$ cat src/rtl/progloader.sv
// Program-memory loader: takes a length-prefixed, big-endian byte stream and
// writes each assembled 32-bit word into the instruction memory, holding the CPU meanwhile.
module progloader #(
  parameter int DEPTH = 1024,
  parameter int AW    = 10
) (
  input  logic          clk,
  input  logic          reset,
  input  logic          start,
  input  logic          in_valid,
  input  logic [7:0]    in_data,
  output logic          in_ready,
  output logic          we,
  output logic [AW-1:0] wa,
  output logic [31:0]   wd,
  output logic          cpu_hold,
  output logic          busy,
  output logic          done,
  output logic          error
);

  typedef enum logic [2:0] {
    S_IDLE, S_LEN_HI, S_LEN_LO, S_BYTE, S_WRITE, S_DONE, S_ERROR
  } state_t;

  state_t      state_q, state_d;
  logic [15:0] len_q,   len_d;
  logic [AW:0] idx_q,   idx_d;   // one extra bit so a full DEPTH count is representable
  logic [1:0]  bcnt_q,  bcnt_d;
  logic [31:0] asm_q,   asm_d;

  logic        xfer;
  logic [15:0] len_full;

  assign xfer     = in_valid & in_ready;
  assign len_full = {len_q[15:8], in_data};

  always_ff @(posedge clk) begin
    if (reset) begin
      state_q <= S_IDLE;
      len_q   <= '0;
      idx_q   <= '0;
      bcnt_q  <= '0;
      asm_q   <= '0;
    end else begin
      state_q <= state_d;
      len_q   <= len_d;
      idx_q   <= idx_d;
      bcnt_q  <= bcnt_d;
      asm_q   <= asm_d;
    end
  end

  always_comb begin
    state_d = state_q;
    len_d   = len_q;
    idx_d   = idx_q;
    bcnt_d  = bcnt_q;
    asm_d   = asm_q;
    case (state_q)
      S_IDLE, S_DONE, S_ERROR: begin
        if (start) begin
          state_d = S_LEN_HI;
          idx_d   = '0;
          bcnt_d  = '0;
        end
      end
      S_LEN_HI: begin
        if (xfer) begin
          len_d[15:8] = in_data;
          state_d     = S_LEN_LO;
        end
      end
      S_LEN_LO: begin
        if (xfer) begin
          len_d = len_full;
          if (len_full == 16'd0)             state_d = S_DONE;
          else if (len_full > 16'(DEPTH))    state_d = S_ERROR;
          else                               state_d = S_BYTE;
        end
      end
      S_BYTE: begin
        if (xfer) begin
          asm_d  = {asm_q[23:0], in_data};
          bcnt_d = bcnt_q + 2'd1;
          if (bcnt_q == 2'd3) state_d = S_WRITE;
        end
      end
      S_WRITE: begin
        if (16'(idx_q) == len_q - 16'd1) begin
          state_d = S_DONE;
        end else begin
          idx_d   = idx_q + 1'b1;
          state_d = S_BYTE;
        end
      end
      default: state_d = S_IDLE;
    endcase
  end

  // All status outputs decode registered state only.
  assign in_ready = (state_q == S_LEN_HI) || (state_q == S_LEN_LO) || (state_q == S_BYTE);
  assign busy     = in_ready || (state_q == S_WRITE);
  assign cpu_hold = busy || (state_q == S_ERROR);
  assign done     = (state_q == S_DONE);
  assign error    = (state_q == S_ERROR);
  assign we       = (state_q == S_WRITE);
  assign wa       = idx_q[AW-1:0];
  assign wd       = asm_q;

endmodule

$ cat config.mk
export PLATFORM = sky130hd
export DESIGN_NAME = progloader
export DESIGN_NICKNAME = d
export VERILOG_FILES = /design/src/rtl/progloader.sv
export SDC_FILE = /design/constraint.sdc
export NUM_CORES = 1
export LEC_CHECK = 0
export BUFFER_PORTS_ARGS = -buffer_cell sky130_fd_sc_hd__buf_2
export CORE_MARGIN = 4
export CORE_UTILIZATION = 25
export CTS_CLUSTER_DIAMETER = 60
export DETAILED_ROUTE_END_ITERATION = 8
export GPL_TIMING_DRIVEN = 1
export PLACE_DENSITY = 0.43
export SYNTH_ARGS = -nofsm -noshare
export SYNTH_HDL_FRONTEND = slang
export SYNTH_SLANG_ARGS = --single-unit
$ cat constraint.sdc
create_clock -name clk -period 3.19 [get_ports clk]
set_input_delay 0.319 -clock clk [delete_from_list [all_inputs] [get_ports clk]]
set_output_delay 0.319 -clock clk [all_outputs]
set_load 0.01 [all_outputs]
==> impl_metrics.prom <==
# TYPE chip_impl_metric gauge
chip_impl_info{name="status",value="finished, final reports clean"} 1
chip_impl_metric{name="worstSkewPairLatency",unit="ns"} 0.33
chip_impl_info{name="setup.worst_path.start_class",value="flop"} 1
chip_impl_info{name="min_to",value="idx_q[0]"} 1
chip_impl_info{name="yosysTopAreaCell",value="dfxtp_1"} 1
chip_impl_metric{name="route.detailed.wl_per_inst",unit="microns"} 14.1
chip_impl_metric{name="start_util",unit="%"} 25.8
chip_impl_metric{name="setup_tns",unit="ns"} 0
chip_impl_metric{name="chipHeight",unit="microns"} 123
chip_impl_metric{name="clock_skew",unit="ns"} 0.00741
chip_impl_metric{name="post_cts.resized_instances",unit=""} 0
chip_impl_metric{name="pwr_density_cell",unit="mW/mm^2"} 648
chip_impl_metric{name="insertedDiodeCount",unit=""} 0
chip_impl_metric{name="fraction_of_layout_cells_with_a_size_suffix_above_1",unit="%"} 20.0
chip_impl_metric{name="grt_pass1_vias",unit=""} 2963
chip_impl_metric{name="htreeDepth",unit=""} 3
chip_impl_metric{name="final_min_period_over_clock_period",unit="%"} 89.5
chip_impl_metric{name="yosysUniqueCellTypes",unit=""} 58
chip_impl_info{name="rsz0062_at_grt",value="no"} 1
chip_impl_metric{name="fp.coreArea",unit="sq mm"} 0.0128
chip_impl_info{name="cp_slowest_cell",value="a21oi_2"} 1
chip_impl_metric{name="combinational_power_share",unit="%"} 25.4
chip_impl_metric{name="buffer_ports.inserted",unit=""} 59
chip_impl_metric{name="postPlaceCellArea",unit="sq mm"} 0.00367
chip_impl_metric{name="grt_overflow_total",unit=""} 0
chip_impl_metric{name="area.growth.synth_to_final",unit="%"} 20.5
chip_impl_metric{name="gr-usage-all-layers",unit="%"} 12.8
chip_impl_metric{name="post_synth_arst_share",unit="%"} 0
chip_impl_metric{name="final_max_slew_viol_count",unit=""} 0
chip_impl_metric{name="cts_num_sinks",unit=""} 64
chip_impl_metric{name="final_cell_area",unit="sq mm"} 0.00397
chip_impl_info{name="hp-class",value="in2reg"} 1
chip_impl_metric{name="synthCells",unit=""} 428
chip_impl_metric{name="seq_pwr_share",unit="%"} 35.6
chip_impl_metric{name="max-slew-margin-rel",unit="%"} 56.4
chip_impl_metric{name="timing.critical_path.buf_inv",unit=""} 1
chip_impl_info{name="cts_tree",value="done"} 1
chip_impl_metric{name="dieArea",unit="sq mm"} 0.0151
chip_impl_info{name="worst_setup_path_type",value="reg2reg"} 1
chip_impl_metric{name="numCtsBuffers",unit=""} 9
chip_impl_info{name="cts-root-buf",value="clkbuf_16"} 1
chip_impl_metric{name="timing.critical_path.fanout_max",unit=""} 16
chip_impl_metric{name="timing_hold_violations_final",unit=""} 0
chip_impl_metric{name="gp_congestion",unit=""} 0.812
chip_impl_metric{name="timing.final.crit_period",unit="ns"} 2.86
chip_impl_metric{name="std_cell_rows",unit=""} 41
chip_impl_metric{name="post_synth_instance_area",unit="sq mm"} 0.00330
chip_impl_metric{name="clk_path_buf_depth",unit=""} 2
chip_impl_metric{name="p_sw_share",unit="%"} 32.7
chip_impl_metric{name="avgSynthCellArea",unit="sq um"} 7.70
chip_impl_metric{name="synth.yosys.warnings",unit=""} 0
chip_impl_metric{name="cap_viol_max_count",unit=""} 0
chip_impl_metric{name="design.final.nets",unit=""} 481
chip_impl_metric{name="synthesis.nets",unit=""} 443
chip_impl_metric{name="synth_enable_flop_cells",unit=""} 0
chip_impl_metric{name="post_cts.repair.setup_buffers",unit=""} 0
chip_impl_info{name="critical_path.reg2reg.startpoint",value="len_q[0]"} 1
chip_impl_metric{name="grt_antenna_before_repair",unit=""} 0
chip_impl_metric{name="drt-vias-per-instance",unit=""} 4.68
chip_impl_metric{name="ys_seq_area_share",unit="%"} 38.9
chip_impl_metric{name="grt_start_max_net_pins",unit=""} 55
chip_impl_metric{name="first_pass_grt_wire_length",unit="microns"} 15200
chip_impl_metric{name="timing.critical_path.arrival",unit="ns"} 3.08
chip_impl_info{name="worstHoldStart",value="reset"} 1
chip_impl_metric{name="dieWidth",unit="microns"} 123
chip_impl_info{name="synth-main-ff-cell",value="dfxtp_1"} 1
chip_impl_metric{name="routed_wirelength",unit="microns"} 9050
chip_impl_metric{name="cp_data_required_time",unit="ns"} 3.41
chip_impl_metric{name="static-leakage-power",unit="nW"} 1.66
chip_impl_metric{name="via_count",unit=""} 3009
chip_impl_metric{name="reg2reg_depth",unit=""} 9
chip_impl_metric{name="drt-pass1-iter-count",unit=""} 5
chip_impl_metric{name="clk_transition_reported_paths",unit="ns"} 0.06
chip_impl_info{name="worst_path_dominant_cell_family",value="compound AO/OA/AOI/OAI gates"} 1
chip_impl_metric{name="p_sw",unit="mW"} 0.842
chip_impl_metric{name="fmaxAchievable",unit="MHz"} 350
chip_impl_metric{name="drt_first_iter_violations",unit=""} 213
chip_impl_metric{name="p_int",unit="mW"} 1.73
chip_impl_metric{name="r2r_slack",unit="ns"} 0.33
chip_impl_metric{name="number_of_buffers_inserted_by_hold_repair_at_cts",unit=""} 0
chip_impl_metric{name="setup_viol_count_final",unit=""} 0
chip_impl_metric{name="drc_violations",unit=""} 0
chip_impl_metric{name="cp_slowest_stage_delay",unit="ns"} 0.54
chip_impl_metric{name="ioPinCount",unit=""} 60
chip_impl_metric{name="ir_drop",unit="mV"} 0.200
chip_impl_metric{name="synth_largest_type_area_fraction",unit="%"} 38.9
chip_impl_info{name="setup.worst_path.end_class",value="flop"} 1
chip_impl_metric{name="drtAntennaViolNets",unit=""} 0
chip_impl_metric{name="tightestPinTransition",unit="ns"} 0.654
chip_impl_metric{name="dp_hpwl",unit="microns"} 6480
chip_impl_metric{name="clock_power_share",unit="%"} 39.0
chip_impl_metric{name="register_bit_count_reported_by_yosys",unit=""} 64
chip_impl_info{name="worst_r2r_endpoint",value="idx_q[8]"} 1
chip_impl_metric{name="min_path_cells",unit=""} 2
chip_impl_info{name="critical_path.cell_chain",value="inv_1 > ha_1 > nor3b_4 > nor3b_2 > a2111oi_0 > o311a_1 > a21oi_2 > a31oi_1 > a41o_1"} 1
chip_impl_info{name="post_synth_main_area_contributors",value="dfxtp_1, nand2_1, a21oi_1"} 1
## synthesized netlist by cell type, types with 4 or more instances
| library cell | count |
|---|---|
| nand2b_1 | 8 |
| dfxtp_1 | 64 |
| xor2_1 | 5 |
| buf_4 | 11 |
| and3_1 | 7 |
| a31oi_1 | 5 |
| nor3_1 | 4 |
| nor2_1 | 36 |
| nand4_1 | 8 |
| inv_1 | 8 |
| nand3_1 | 6 |
| clkbuf_1 | 25 |
| mux2i_1 | 8 |
| a21oi_1 | 55 |
| nand2_1 | 100 |
| o21ai_0 | 7 |
| xnor2_1 | 12 |
## sequential cells by signal, indices dropped and copies added, names as in the netlist
register	count
wd	32
idx_q	11
bcnt_q	2
len_q	16
state_q	3
## how the worst max path moves through the flow
stage               slack [ns]  cells after the start         to     start
floorplan                 0.72                      9   idx_q[0]  len_q[0]
global placement          0.44                      9   idx_q[8]  len_q[0]
finish                    0.33                      9   idx_q[8]  len_q[0]
CTS                       0.33                      9   idx_q[8]  len_q[0]
global route             0.005                      9  idx_q[10]  len_q[0]
detailed placement        0.34                      9   idx_q[8]  len_q[0]
## area by class of cell
class | instances | area, sq um
clock buffer | 10 | 239
timing repair buffer | 65 | 340
fill | 1396 | 8800
clock inverter | 6 | 67.6
multi-input combinational | 318 | 1800
sequential | 64 | 1280
tap | 172 | 215
inverter | 8 | 30.0
## logic make-up (layout without fill, tap and decap cells)
family                   after synthesis  count (layout)  synth area share, %
AO/OA/AOI/OAI                         94              94                 17.1
adder cells (fa/ha/maj)                3               3                 1.14
multiplexers                           9               9                 2.77
buffers and inverters                 46              89                 6.72
XOR/XNOR                              17              17                 4.52
flip-flops                            64              64                 38.9
AND/OR/NAND/NOR                      195             195                 28.9
## through the flow
stage / instances / hold slack, ns / setup slack, ns / total power, mW / util, %
2_1_floorplan: 428 / 0.436 / 0.719 / 1.43 / -
6_report: 643 / 0.224 / 0.334 / 2.57 / 31.1
4_1_cts: 643 / 0.214 / 0.330 / 2.61 / 31.1
5_1_grt: 643 / 0.239 / 0.00493 / 2.75 / 31.1
3_3_place_gp: 627 / 0.442 / 0.438 / 1.59 / 28.7
3_5_place_dp: 627 / 0.447 / 0.338 / 1.59 / 28.7
## cell usage in the layout (no fill, tap or decap), drive strengths merged, types with 3 or more instances in the layout
master  count
nand2b      8
and3        7
a211oi      3
clkbuf     10
nand4       8
nand2     100
ha          3
buf        65
or4         4
nor3        5
dfxtp      64
xor2        5
nor2       36
a31oi       5
nor4        4
o21ai       8
nor3b       3
a21oi      56
xnor2      12
and2        3
inv         9
mux2i       8
o211ai      3
nand3       6
## power groups by stage
stage	combinational [mW]	clock, mW	sequential (mW)
final	0.653	1.00	0.916
after global routing	0.744	1.08	0.928
after CTS	0.664	1.03	0.916
after detailed placement	0.658	0	0.934
after global placement	0.654	0	0.933
after floorplan	0.543	0	0.885
## worst register-to-register path: cells and delay by family (launching register included)
kind	cells	cell delay [ns]
flip-flops	1	0.37
AO/OA/AOI/OAI	5	1.46
AND/OR/NAND/NOR	2	0.63
adder cells (fa/ha/maj)	1	0.18
buffers and inverters	1	0.11
## metal layers
metal	GRT usage (%)	part of all wire, %
met2	18.8	45
met4	4.41	1.5
met5	0	0
met3	4.19	5.6
met1	17.6	48
Power figures use the tool's default switching activity.
